`src/rtl/kb_cmd_decoder.sv`:
```
// kb_cmd_decoder: turns PS/2 scan bytes into flap/restart/pause game commands
module kb_cmd_decoder #(
    parameter int FLAP_GAP       = 2500000,
    parameter int PREFIX_TIMEOUT = 1000000
) (
    input  logic       clk,
    input  logic       rst_n,
    input  logic [7:0] keycode,
    input  logic       sign,
    output logic       flap,
    output logic       restart,
    output logic       pause,
    output logic       space_held,
    output logic [7:0] last_code
);
    localparam int GW = (FLAP_GAP > 1) ? $clog2(FLAP_GAP) : 1;
    localparam int PW = (PREFIX_TIMEOUT > 1) ? $clog2(PREFIX_TIMEOUT) : 1;
    localparam logic [GW-1:0] GAP_LOAD = GW'(FLAP_GAP - 1);
    localparam logic [PW-1:0] PFX_LOAD = PW'(PREFIX_TIMEOUT - 1);

    typedef enum logic [1:0] {IDLE, EXT, BRK, EXT_BRK} state_t;

    state_t        state;
    logic [GW-1:0] gap_cnt;
    logic [PW-1:0] pfx_cnt;
    logic          is_e0, is_f0, is_final, ext, brk, flap_key, fire;

    // classify the incoming byte against the pending prefix state
    always_comb begin
        is_e0    = keycode == 8'hE0;
        is_f0    = keycode == 8'hF0;
        is_final = keycode != 8'h00 && !is_e0 && !is_f0;
        ext      = state == EXT || state == EXT_BRK;
        brk      = state == BRK || state == EXT_BRK || !sign;
        flap_key = ext ? keycode == 8'h75 : keycode == 8'h29;
        fire     = is_final && flap_key && !brk && !space_held && !pause && gap_cnt == '0;
    end

    // prefix FSM, timers and registered command outputs
    always_ff @(posedge clk or negedge rst_n) begin
        if (!rst_n) begin
            state      <= IDLE;
            gap_cnt    <= '0;
            pfx_cnt    <= '0;
            flap       <= 1'b0;
            restart    <= 1'b0;
            pause      <= 1'b0;
            space_held <= 1'b0;
            last_code  <= 8'h00;
        end else begin
            flap    <= 1'b0;
            restart <= 1'b0;
            if (gap_cnt != '0)
                gap_cnt <= gap_cnt - 1'b1;
            if (state != IDLE && pfx_cnt != '0)
                pfx_cnt <= pfx_cnt - 1'b1;
            if (is_e0) begin
                state   <= (state == BRK) ? EXT_BRK : EXT;
                pfx_cnt <= PFX_LOAD;
            end else if (is_f0) begin
                state   <= ext ? EXT_BRK : BRK;
                pfx_cnt <= PFX_LOAD;
            end else if (is_final) begin
                state     <= IDLE;
                last_code <= keycode;
                if (flap_key)
                    space_held <= !brk;
                else if (!brk && !ext && keycode == 8'h4D)
                    pause <= !pause;
                else if (!brk && keycode == 8'h5A) begin
                    restart <= 1'b1;
                    pause   <= 1'b0;
                end
                if (fire) begin
                    flap    <= 1'b1;
                    gap_cnt <= GAP_LOAD;
                end
            end else if (state != IDLE && pfx_cnt == '0)
                state <= IDLE;
        end
    end
endmodule

```
`config.mk`:
```
export PLATFORM = sky130hd
export DESIGN_NAME = kb_cmd_decoder
export DESIGN_NICKNAME = d
export VERILOG_FILES = /design/src/rtl/kb_cmd_decoder.sv
export SDC_FILE = /design/constraint.sdc
export NUM_CORES = 1
export LEC_CHECK = 0
export BUFFER_PORTS_ARGS = -buffer_cell sky130_fd_sc_hd__buf_2
export CELL_PAD_IN_SITES_DETAIL_PLACEMENT = 2
export CELL_PAD_IN_SITES_GLOBAL_PLACEMENT = 2
export CORE_ASPECT_RATIO = 0.75
export CORE_MARGIN = 3
export CORE_UTILIZATION = 38
export CTS_BUF_LIST = sky130_fd_sc_hd__clkbuf_16
export DETAILED_ROUTE_END_ITERATION = 10
export PLACE_DENSITY_LB_ADDON = 0.2
export RECOVER_POWER = 50
export SYNTH_ARGS = -nofsm -noshare
export SYNTH_HDL_FRONTEND = slang
export SYNTH_SLANG_ARGS = --single-unit
```
`constraint.sdc`:
```
create_clock -name clk -period 2.6 [get_ports clk]
set_input_delay 0.39 -clock clk [delete_from_list [all_inputs] [get_ports clk]]
set_output_delay 0.39 -clock clk [all_outputs]
set_load 0.05 [all_outputs]
```
## Word-level counts from Yosys, hierarchy flattened

Index checks and enable logic that the tools add are counted.

- Latch bits: 0
- Flip-flop bits (word level): 56
- Logic and storage cells: 83
- Bits in writable memories: 0
- Memories kept: 0
- ROM bits: 0

- Add/subtract/negate cells: 2
- Multiply operators: 0
- Divide/modulo/power cells: 0
- Eq/ne operators: 9
- Reductions and logical operators: 34
- Bitwise operators: 3
- $lt $le $gt $ge: 0
- Shift operators: 0
- Muxes and demuxes: 27

Operators with widths:

| cell | number |
|---|---|
| $mux 22 | 5 |
| $mux 20 | 3 |
| $eq 8x7->1 const B | 3 |
| $logic_not 22->1 | 1 |
| $reduce_bool 22->1 | 1 |
| $sub 22x1->22 const B | 1 |
| $logic_not 20->1 | 1 |
| $reduce_bool 20->1 | 1 |
| $sub 20x1->20 const B | 1 |
| $eq 8x8->1 const B | 2 |
| $mux 1 | 14 |
| $logic_and 1x1->1 | 12 |
| $mux 2 | 5 |
| $eq 8x6->1 const B | 1 |
| $reduce_bool 8->1 | 1 |
| $logic_not 1->1 | 7 |
| $reduce_and 5->1 | 1 |
| $eq 2x2->1 const B | 2 |
| $reduce_and 4->1 | 1 |
| $reduce_bool 2->1 | 2 |
| $reduce_bool 4->1 | 1 |
| $logic_or 1x1->1 | 3 |
| $not 1->1 | 3 |
| $reduce_and 3->1 | 1 |
| other kinds (2) | 2 |

## Longest topological paths before layout

Gate-level depths: netlist of run 1.

- Word-level depth: 13
- Mapped depth: 8
- Gate-level depth less buffers: 7

## Worst setup path after synthesis of run 1

No wires, ideal clock.

- Path kind: reg-to-reg
- Start: register pfx_cnt[2]
- End: register pfx_cnt[19]
- Stages on the path, launching flop included: 6
- Slack: 506 ps
- Data arrival time: 1,970 ps
- Path through: dfrtp_1 -> or4_1 -> buf_2 -> nand4bb_1 -> or3_1 -> a211o_1

- Longest elaborated chain between the ends: 4

Ends and longest elaborated chain:

| element | RTL line | text |
|---|---|---|
| start, declared | 25 | `logic [PW-1:0] pfx_cnt;` |
| start signal, assigned | 56 | `pfx_cnt <= pfx_cnt - 1'b1;` |
| $sub 20x1->20 | 56 |  |
| $mux 20 | 55 | `if (state != IDLE && pfx_cnt != '0)` |
| $mux 20 | 60 | `end else if (is_f0) begin` |
| $mux 20 | 57 | `if (is_e0) begin` |

Several ways; a longest one is shown, not always the timed one. The select of a mux whose other input is x is not followed.
A chain may end at the register's enable or synchronous reset.

## Worst setup path after layout of run 1

- Start: register gap_cnt[11]
- End: register gap_cnt[21]

- Longest elaborated chain between the ends: 6

Ends and longest elaborated chain:

| element | RTL line | text |
|---|---|---|
| start, declared | 24 | `logic [GW-1:0] gap_cnt;` |
| start signal, assigned | 54 | `gap_cnt <= gap_cnt - 1'b1;` |
| $sub 22x1->22, or another cell as far along | 54 |  |
| $mux 22 / $logic_and 1x1->1 (equally long branches) | 53, 36 |  |
| $mux 22 | 74 | `if (fire) begin` |
| $mux 22 | 63 | `end else if (is_final) begin` |
| $mux 22 | 60 |  |
| $mux 22 (*) | 57 |  |

Mark *: on every way between the ends. The rest lies on a longest branch, timed or not.

==> results of run 1 <==
## Yosys cell counts (3+ instances only)
cell	n	share of area, %
dfrtp_1	56	50
nor2_1	27	3.6
nand2_1	16	2.2
o21ai_0	15	2.7
nor3_1	14	2.5
nor4_1	11	2.5
xnor2_1	11	3.5
a21oi_1	10	1.8
xor2_1	10	3.1
or3_1	8	1.8
nand3_1	7	1.3
or4_1	7	1.9
inv_1	5	0.67
nand4_1	5	1.1
o31ai_1	5	1.3
a211oi_1	4	1.1
a21o_1	4	1.1
clkbuf_1	4	0.54
mux2_2	4	1.6
a22o_1	3	0.94
and2_1	3	0.67
mux2i_1	3	1.1
nand2b_1	3	0.67
nor4_2	3	1.3
or2_2	3	0.67
## critical path, cell delays in order (launching register included)
cell and delay, ns:
dfrtp_1 0.44, nor4_1 0.53, nand4_1 0.30, or2_2 0.46
nor2_1 0.36, nor3_1 0.13
## power groups by stage
stage	Sequential, mW	Combinational (mW)	Clock (mW)
6_report	1.17	0.328	0.770
5_1_grt	1.19	0.374	0.833
4_1_cts	1.17	0.337	0.792
3_5_place_dp	1.17	0.334	0
3_3_place_gp	1.16	0.310	0
2_1_floorplan	1.16	0.191	0
## cell families (layout without fill, tap and decap cells)
group	after synthesis	count (layout)	synth area share, %
flops	56	56	50.27
compound gates	53	53	12.75
fa+ha+maj	2	2	0.8975
buf+inv	11	48	1.795
xor+xnor	21	21	6.598
mux	7	7	2.693
simple gates	122	122	25.00
## flip-flops by register name (all words and copies together), names as in the netlist
register and count:
flap 1, gap_cnt 22, last_code 8, pause 1, pfx_cnt 20, restart 1, space_held 1, state 2
## cell type report
| cell class | instances | area, um2 | area share (%) |
|---|---|---|---|
| tap | 98 | 122.6 | 3.787 |
| timing repair buffer | 35 | 191.4 | 5.912 |
| inverter | 5 | 18.77 | 0.5796 |
| clock inverter | 3 | 42.54 | 1.314 |
| clock buffer | 5 | 125.1 | 3.864 |
| sequential | 56 | 1401 | 43.28 |
| multi-input combinational | 205 | 1336 | 41.27 |
## layer usage
layer	GRT usage (%)	up-vias	wire length, um
met2	33.35	44	3781
met4	4.325	0	93
met1	30.26	1201	4032
li1	-	1079	-
met5	0	-	0
met3	3.855	9	266
## placed cells by master, fill, tap and decap left out, types with 4 or more instances in the layout
cell type and n:
dfrtp_1 56, clkbuf_16 5, o21ai_0 15, buf_4 11, inv_1 5, o31ai_1 5
mux2_2 4, or3_1 8, a21oi_1 10, a21o_1 4, nand3_1 7, xor2_1 10
clkbuf_1 9, a211oi_1 4, or4_1 7, nand4_1 5, xnor2_1 11, buf_2 15
nor2_1 27, nor3_1 14, nor4_1 11, nand2_1 16
## metrics by stage
stage,setup WS (ns),hold WS [ns]
finish,0.2218,0.3242
global placement,0.3814,0.4056
CTS,0.2329,0.09163
global route,0.02642,0.3424
floorplan,0.5058,0.09441
detailed placement,0.2591,0.4067
## how the worst max path moves through the flow
stage	slack, ns	start	depth (start not counted)	to
after detailed placement	0.26	gap_cnt[0]	7	gap_cnt[7]
after global routing	0.03	gap_cnt[1]	7	gap_cnt[21]
after global placement	0.38	gap_cnt[0]	7	gap_cnt[7]
final	0.22	gap_cnt[11]	5	gap_cnt[21]
after floorplan	0.51	pfx_cnt[2]	5	pfx_cnt[19]
after CTS	0.23	gap_cnt[11]	5	gap_cnt[7]
==> impl_metrics.env, run 1 <==
export IMPL_outcome="complete, no violations"
export IMPL_cp_start_kind="flop"
export IMPL_num_vias=2333
export IMPL_cts_resized_gates=0
export IMPL_period_share_pct=91.47
export IMPL_finish_utilization_pct=46.51
export IMPL_rows=26
export IMPL_grt_pass1_vias=2572
export IMPL_end_kind="flop"
export IMPL_synth_seq_cells=56
export IMPL_io_pins=23
export IMPL_fp_dieW_um=104.9
export IMPL_clk_pin_slew_ns=0.08
export IMPL_pwr_share_comb_pct=14.5
export IMPL_r2r_end="gap_cnt[21]"
export IMPL_max_slew_margin_rel_pct=9.493
export IMPL_finalPower_mw=2.265
export IMPL_reg2reg_depth=5
export IMPL_hold_path_class="input port to flop"
export IMPL_start_util_pct=40.04
export IMPL_whs_endpoint="last_code[0]"
export IMPL_pwr_share_seq_pct=51.5
export IMPL_drt_initial_drc_count=70
export IMPL_grt_pass1_wl_mm=13.96
export IMPL_maxCapViolCount=0
export IMPL_clkPwrFrac_pct=34.0
export IMPL_fp_coreArea_um2=6962
export IMPL_netlist_instances=272
export IMPL_place_inst=399
export IMPL_r2r_start="gap_cnt[11]"
export IMPL_postCtsSetupRepairBufs=0
export IMPL_r2r_slack_ns=0.22
export IMPL_drtAntennaViolNets=0
export IMPL_finalSetupTns_ns=0
export IMPL_die_area_um2=8410
export IMPL_rsz0062_at_grt="no"
export IMPL_peakVddDrop_v=0.0003202
export IMPL_p_int_mw=1.584
export IMPL_root_buffer="clkbuf_16"
export IMPL_drv_slew=0
export IMPL_yosysSeqAreaShare_pct=50.27
export IMPL_layout_drive_gt1_share_pct=16.18
export IMPL_switching_share_pct=30.08
export IMPL_p_sw_mw=0.6814
export IMPL_cp_max_fo=11
export IMPL_worstSetupPathType="flop to flop"
export IMPL_vias_per_cell=5.732
export IMPL_dp_hpwl_mm=6.064
export IMPL_leakage_nw=1.302
export IMPL_cp_required_ns=2.75
export IMPL_final_nets=321
export IMPL_drc=0
export IMPL_worst_slew_pin_slew_ns=1.358
export IMPL_crit_arrival_ns=2.53
export IMPL_skew_ns=0.01041
export IMPL_clock_sinks=56
export IMPL_n_fill_cell=788
export IMPL_die_h_um=80.18
export IMPL_synthArstFlopShare_pct=100.0
export IMPL_setup_violations=0
export IMPL_insertion_delay_ns=0.29
export IMPL_hold_depth=2
export IMPL_area_delta_synth_final_pct=16.16
export IMPL_grt_max_degree=24
export IMPL_wl_per_cell_um=20.08
export IMPL_globalplace_congestion=0.7816
export IMPL_grt_usage_pct=21.07
export IMPL_placed_cell_area_um2=3087
export IMPL_synth_flop_cell="dfrtp_1"
export IMPL_instances_no_fill=407
export IMPL_synth_edf_count=0
export IMPL_cts_tree="yes"
export IMPL_syn_nets=285
export IMPL_diodes=0
export IMPL_min_from="keycode[0]"
export IMPL_routed_wl_mm=8.173
export IMPL_antenna_found_initial=0
export IMPL_netlist_area_um2=2788
export IMPL_hold_viol=0
export IMPL_p_per_area_nw_per_um2=699.6
export IMPL_final_area_um2=3238
export IMPL_syn_avg_cell_area_um2=10.25
export IMPL_ys_warn_count=0
export IMPL_io_buffers=22
export IMPL_ys_types=49
export IMPL_max_freq_mhz=420.5
export IMPL_ctsHoldBuffers=0
export IMPL_min_period_ns=2.378
export IMPL_cts_htree_levels=2
export IMPL_grt_overflow=0
export IMPL_cts_buffers=5
export IMPL_clock_path_buffers=2
export IMPL_firstDrtPassIters=4
No activity file was read; power rests on OpenSTA's default activity.
==> run 2: changes to the inputs <==
Clock period 2.6 ns to 2.3 ns, I/O delays scaled along.
==> impl_metrics.env, run 2 (same netlist as run 1, synthesis figures left out) <==
export IMPL_finalSetupTns_ns=0
export IMPL_drv_slew=0
export IMPL_antenna_found_initial=0
export IMPL_place_inst=408
export IMPL_clk_pin_slew_ns=0.08
export IMPL_cp_start_kind="flop"
export IMPL_fp_coreArea_um2=6962
export IMPL_ctsHoldBuffers=0
export IMPL_num_vias=2375
export IMPL_clock_sinks=56
export IMPL_finalPower_mw=2.595
export IMPL_diodes=0
export IMPL_worstSetupPathType="flop to flop"
export IMPL_gr_usage_met2_pct=35.79
export IMPL_skew_ns=0.007432
export IMPL_cts_tree="yes"
export IMPL_drtAntennaViolNets=0
export IMPL_root_buffer="clkbuf_16"
export IMPL_insertion_delay_ns=0.30
export IMPL_io_buffers=22
export IMPL_wl_per_cell_um=20.15
export IMPL_post_place_ws_ns=0.1007
export IMPL_final_common_cell="dfrtp_1"
export IMPL_dp_hpwl_mm=6.049
export IMPL_maxCapViolCount=0
export IMPL_hold_path_class="input port to flop"
export IMPL_cp_required_ns=2.48
export IMPL_die_h_um=80.18
export IMPL_n_fill_cell=769
export IMPL_firstDrtPassIters=4
export IMPL_max_freq_mhz=455.8
export IMPL_hold_viol=0
export IMPL_crit_arrival_ns=2.38
export IMPL_peakVddDrop_v=0.0003081
export IMPL_min_period_ns=2.194
export IMPL_rsz0062_at_grt="no"
export IMPL_area_delta_synth_final_pct=19.75
export IMPL_largest_reg_flops=22
export IMPL_cts_buffers=5
export IMPL_reg_largest_list="gap_cnt x22, pfx_cnt x20, last_code x8"
export IMPL_vias_per_cell=5.709
export IMPL_outcome="complete, no violations"
export IMPL_drt_initial_drc_count=74
export IMPL_rows=26
export IMPL_reg2reg_depth=4
export IMPL_cts_htree_levels=2
export IMPL_grt_usage_pct=21.36
export IMPL_io_pins=23
export IMPL_die_area_um2=8410
export IMPL_grt_overflow=0
export IMPL_routed_wl_mm=8.383
export IMPL_globalplace_congestion=0.8160
export IMPL_cp_max_fo=6
export IMPL_start_util_pct=40.04
export IMPL_met3_usage_pct=2.972
export IMPL_grt_busiest_layer="met2"
export IMPL_max_slew_margin_rel_pct=3.008
export IMPL_period_share_pct=95.39
export IMPL_final_nets=330
export IMPL_layout_drive_gt1_share_pct=20.75
export IMPL_p_per_area_nw_per_um2=777.5
export IMPL_hold_depth=2
export IMPL_grt_pass1_wl_mm=14.24
export IMPL_grt_max_degree=57
export IMPL_fp_dieW_um=104.9
export IMPL_layout_setup_ws_ns=0.1061
export IMPL_clock_path_buffers=2
export IMPL_instances_no_fill=416
export IMPL_worst_slew_pin_slew_ns=1.455
export IMPL_regMostFlops="gap_cnt"
export IMPL_drc=0
export IMPL_leakage_nw=1.359
export IMPL_setup_violations=0
export IMPL_grt_pass1_vias=2598
export IMPL_gr_usage_met1_pct=29.58
export IMPL_end_kind="flop"
export IMPL_final_cell_mix="56 x dfrtp_1, 27 x nor2_1, 20 x buf_4"
## run 2: cell types whose count changed in the layout (fill, tap and decap cells not counted)
cell | before | now
nor4_1 | 11 | 9
clkinv_2 | 0 | 1
buf_4 | 11 | 20
buf_12 | 0 | 1
clkbuf_1 | 9 | 5
clkinvlp_4 | 0 | 1
buf_2 | 15 | 17
clkinv_4 | 1 | 0
clkinv_1 | 1 | 0
clkbuf_2 | 0 | 1
nor4_2 | 3 | 5
## run 2: final cells by class
cell class / instances / area [um2] / area share (%)
tap: 98 / 122.6 / 3.673
timing repair buffer: 44 / 279.0 / 8.358
multi-input combinational: 205 / 1349 / 40.40
clock inverter: 3 / 42.54 / 1.274
sequential: 56 / 1401 / 41.98
clock buffer: 5 / 125.1 / 3.748
inverter: 5 / 18.77 / 0.5622
## run 2: critical path: stages (launching register included)
cell and delay, ns:
dfrtp_1 0.40, or4_4 0.58, or4_1 0.46, or3_1 0.35, a211o_1 0.30
## run 2: path summary, 6_finish.rpt
path / from / to / slack (ns)
max reg2reg: pfx_cnt[14] / pfx_cnt[19] / 0.11
max in group asynchronous: rst_n / gap_cnt[21] / 0.94
min reg2reg: last_code[2] / last_code[2] / 0.48
min in group asynchronous: rst_n / last_code[4] / 0.47
max: pfx_cnt[14] / pfx_cnt[19] / 0.11
min: keycode[1] / last_code[1] / 0.27
## run 2: per-stage QoR
step	area (um2)	utilization (%)	hold slack (ns)
6_report	3338	47.95	0.2687
3_5_place_dp	3179	45.67	0.3754
5_1_grt	3338	47.95	0.2940
4_1_cts	3347	48.08	0.05929
2_1_floorplan	2788	-	0.04941
3_3_place_gp	3179	45.67	0.3751
## run 2: timing repair
item	CTS	global route
buffers inserted	0	0
setup endpoints to repair	0	5
endpoints found under the hold margin	0	0
resized for setup	0	2
## run 2: power breakdown
part	internal (mW)	total [mW]	leakage, nW	switching [mW]
sequential	1.13	1.32	0.650	0.188
combinational	0.162	0.391	0.628	0.229
clock	0.513	0.889	0.0798	0.376
total	1.80	2.60	1.36	0.792
## run 2: per-layer routing
layer	wire length (um)	up-vias	share of wire, %
met5	0	-	0
met4	90	0	1.1
met3	211	9	2.5
met2	3911	38	47
met1	4170	1228	50
li1	-	1100	-
==> run 3: changes to the inputs <==
Settings changed: ABC_AREA set to 1, CORE_UTILIZATION 38 to 35.
==> impl_metrics.env, run 3 <==
export IMPL_outcome="complete, no violations"
export IMPL_ctsHoldBuffers=0
export IMPL_skew_ns=0.007814
export IMPL_insertion_delay_ns=0.30
export IMPL_finalPower_mw=2.016
export IMPL_max_freq_mhz=526.3
export IMPL_synthArstFlopShare_pct=100.0
export IMPL_place_inst=580
export IMPL_max_slew_margin_rel_pct=9.909
export IMPL_clk_pin_slew_ns=0.08
export IMPL_antenna_found_initial=0
export IMPL_pwr_share_comb_pct=10.2
export IMPL_ys_types=32
export IMPL_yosysTopAreaCellShare_pct=42.63
export IMPL_min_period_ns=1.900
export IMPL_reg_largest_list="gap_cnt x22, pfx_cnt x20, last_code x8"
export IMPL_cts_tree="yes"
export IMPL_layout_drive_gt1_share_pct=14.69
export IMPL_syn_nets=451
export IMPL_worst_slew_pin_slew_ns=1.351
export IMPL_rsz0062_at_grt="no"
export IMPL_period_share_pct=82.62
export IMPL_pwr_share_seq_pct=52.0
export IMPL_min_from="keycode[3]"
export IMPL_placed_cell_area_um2=3528
export IMPL_critical_path_startpoint="pfx_cnt[1]"
export IMPL_finish_utilization_pct=41.65
export IMPL_syn_avg_cell_area_um2=7.504
export IMPL_r2r_start="pfx_cnt[1]"
export IMPL_p_per_area_nw_per_um2=551.1
export IMPL_synth_adder_area_share_pct=0.7613
export IMPL_yosysSeqAreaShare_pct=42.63
export IMPL_grt_overflow=0
export IMPL_rows=29
export IMPL_die_h_um=89.93
export IMPL_die_area_um2=10600
export IMPL_globalplace_congestion=0.8257
export IMPL_largest_reg_flops=22
export IMPL_worstSetupPathType="flop to flop"
export IMPL_grt_usage_pct=19.26
export IMPL_clkPwrFrac_pct=37.8
export IMPL_drv_slew=0
export IMPL_synth_flop_cell="dfrtp_1"
export IMPL_maxCapViolCount=0
export IMPL_cp_max_fo=17
export IMPL_reg2reg_depth=9
export IMPL_cts_buffers=5
export IMPL_end_kind="flop"
export IMPL_crit_arrival_ns=2.09
export IMPL_hold_viol=0
export IMPL_r2r_end="pfx_cnt[0]"
export IMPL_p_int_mw=1.475
export IMPL_io_pins=23
export IMPL_fp_coreArea_um2=8781
export IMPL_num_vias=2957
export IMPL_ys_warn_count=0
export IMPL_instances_no_fill=587
export IMPL_io_buffers=22
export IMPL_hold_ws_ns=0.2717
export IMPL_cp_required_ns=2.49
export IMPL_synth_seq_cells=56
export IMPL_netlist_area_um2=3287
export IMPL_synthTopCellsByCount="107 x nand2_1, 67 x nor2_1, 56 x dfrtp_1"
export IMPL_crit_slowest_cell="dfrtp_1"
export IMPL_setup_violations=0
export IMPL_wl_per_cell_um=16.74
export IMPL_yosysMostFrequentCell="nand2_1"
export IMPL_synth_top_family_by_area="simple AND/OR/NAND/NOR gates"
export IMPL_max_stage_delay_ns=0.39
export IMPL_endpoint="pfx_cnt[0]"
export IMPL_p_sw_mw=0.5409
export IMPL_post_place_ws_ns=0.2901
export IMPL_grt_pass1_vias=3253
export IMPL_start_util_pct=37.43
export IMPL_synth_compound_area_share_pct=6.281
export IMPL_yosys_area_share_simple_pct=40.43
export IMPL_clock_path_buffers=2
export IMPL_hold_path_class="input port to flop"
export IMPL_root_buffer="clkbuf_16"
export IMPL_area_delta_synth_final_pct=11.27
export IMPL_layout_setup_ws_ns=0.3999
export IMPL_final_common_cell="nand2_1"
export IMPL_synth_mux_area_share_pct=0
export IMPL_r2r_slack_ns=0.40
export IMPL_vias_per_cell=5.037
export IMPL_fp_dieW_um=117.9
export IMPL_routed_wl_mm=9.826
export IMPL_grt_max_degree=37
export IMPL_drt_initial_drc_count=155
export IMPL_drtAntennaViolNets=0
export IMPL_netlist_instances=438
export IMPL_post_synth_top_area_cell="dfrtp_1"
export IMPL_grt_pass1_wl_mm=16.64
export IMPL_clock_sinks=56
export IMPL_firstDrtPassIters=4
export IMPL_postCtsSetupRepairBufs=0
export IMPL_synth_edf_count=0
export IMPL_synth_area_leaders="dfrtp_1 43%, nand2_1 12%, nor2_1 7.7%, inv_1 5.6%, nand3_1 5.0%"
export IMPL_diodes=0
export IMPL_final_nets=476
export IMPL_final_area_um2=3657
export IMPL_finalSetupTns_ns=0
export IMPL_drc=0
export IMPL_cts_htree_levels=2
export IMPL_hold_depth=3
export IMPL_cp_start_kind="flop"
export IMPL_dp_hpwl_mm=7.539
export IMPL_cts_resized_gates=0
export IMPL_synth_xor_area_share_pct=1.599
export IMPL_switching_share_pct=26.83
export IMPL_leakage_nw=1.640
export IMPL_final_cell_mix="107 x nand2_1, 67 x nor2_1, 56 x dfrtp_1"
export IMPL_regMostFlops="gap_cnt"
export IMPL_peakVddDrop_v=0.0002855
export IMPL_crit_chain="inv_1 > ha_1 > nand2_2 > nor2_4 > nand3_4 > nand2_4 > inv_2 > a21oi_1 > o21ai_1"
==> run 3: cell count changes after synthesis, sizes merged, moves of 9 or more <==
cell | before | now
inv | 5 | 59
nand2 | 16 | 116
nand3 | 7 | 41
nand4 | 5 | 14
nor2 | 27 | 79
nor4 | 14 | 1
or4 | 9 | 0
==> run 3: logic make-up after synthesis <==
kind of cell	count (synthesis)
xor+xnor	6
compound gates	37
flops	56
fa+ha+maj	2
buf+inv	65
simple gates	272
==> run 3: worst min path at each step <==
stage	slack, ns	end
2_1_floorplan	0.05	flap
3_3_place_gp	0.38	pfx_cnt[5]
3_5_place_dp	0.38	pfx_cnt[3]
4_1_cts	0.05	pfx_cnt[3]
5_1_grt	0.29	last_code[2]
6_report	0.27	last_code[3]
==> run 3: layout make-up <==
type	instances	area (um2)
fillers	1088	5124
multi-input cells	317	1613
flip-flops and latches	56	1401
inverters	59	221.5
well taps	124	155.1
repair buffers	24	128.9
clock buffers	5	125.1
clock inverters	2	12.51
==> run 3: layer usage <==
layer / track usage, % / wire length, um / vias to the layer above
li1: - / - / 1438
met2: 30.08 / 4409 / 36
met3: 3.074 / 231 / 10
met5: 0 / 0 / -
met1: 28.04 / 5063 / 1473
met4: 4.585 / 121 / 0
==> run 3: worst max-delay path: cells and delay by family (launching register included) <==
family | cells | cell delay, ns
compound gates | 2 | 0.25
flops | 1 | 0.39
fa+ha+maj | 1 | 0.21
buf+inv | 2 | 0.24
simple gates | 4 | 0.68
==> run 3: power groups by stage <==
stage,Sequential [mW],Clock (mW),Combinational (mW)
3_3_place_gp,1.07,0,0.197
6_report,1.05,0.762,0.205
3_5_place_dp,1.07,0,0.208
5_1_grt,1.05,0.836,0.230
2_1_floorplan,1.11,0,0.0833
4_1_cts,1.05,0.787,0.211
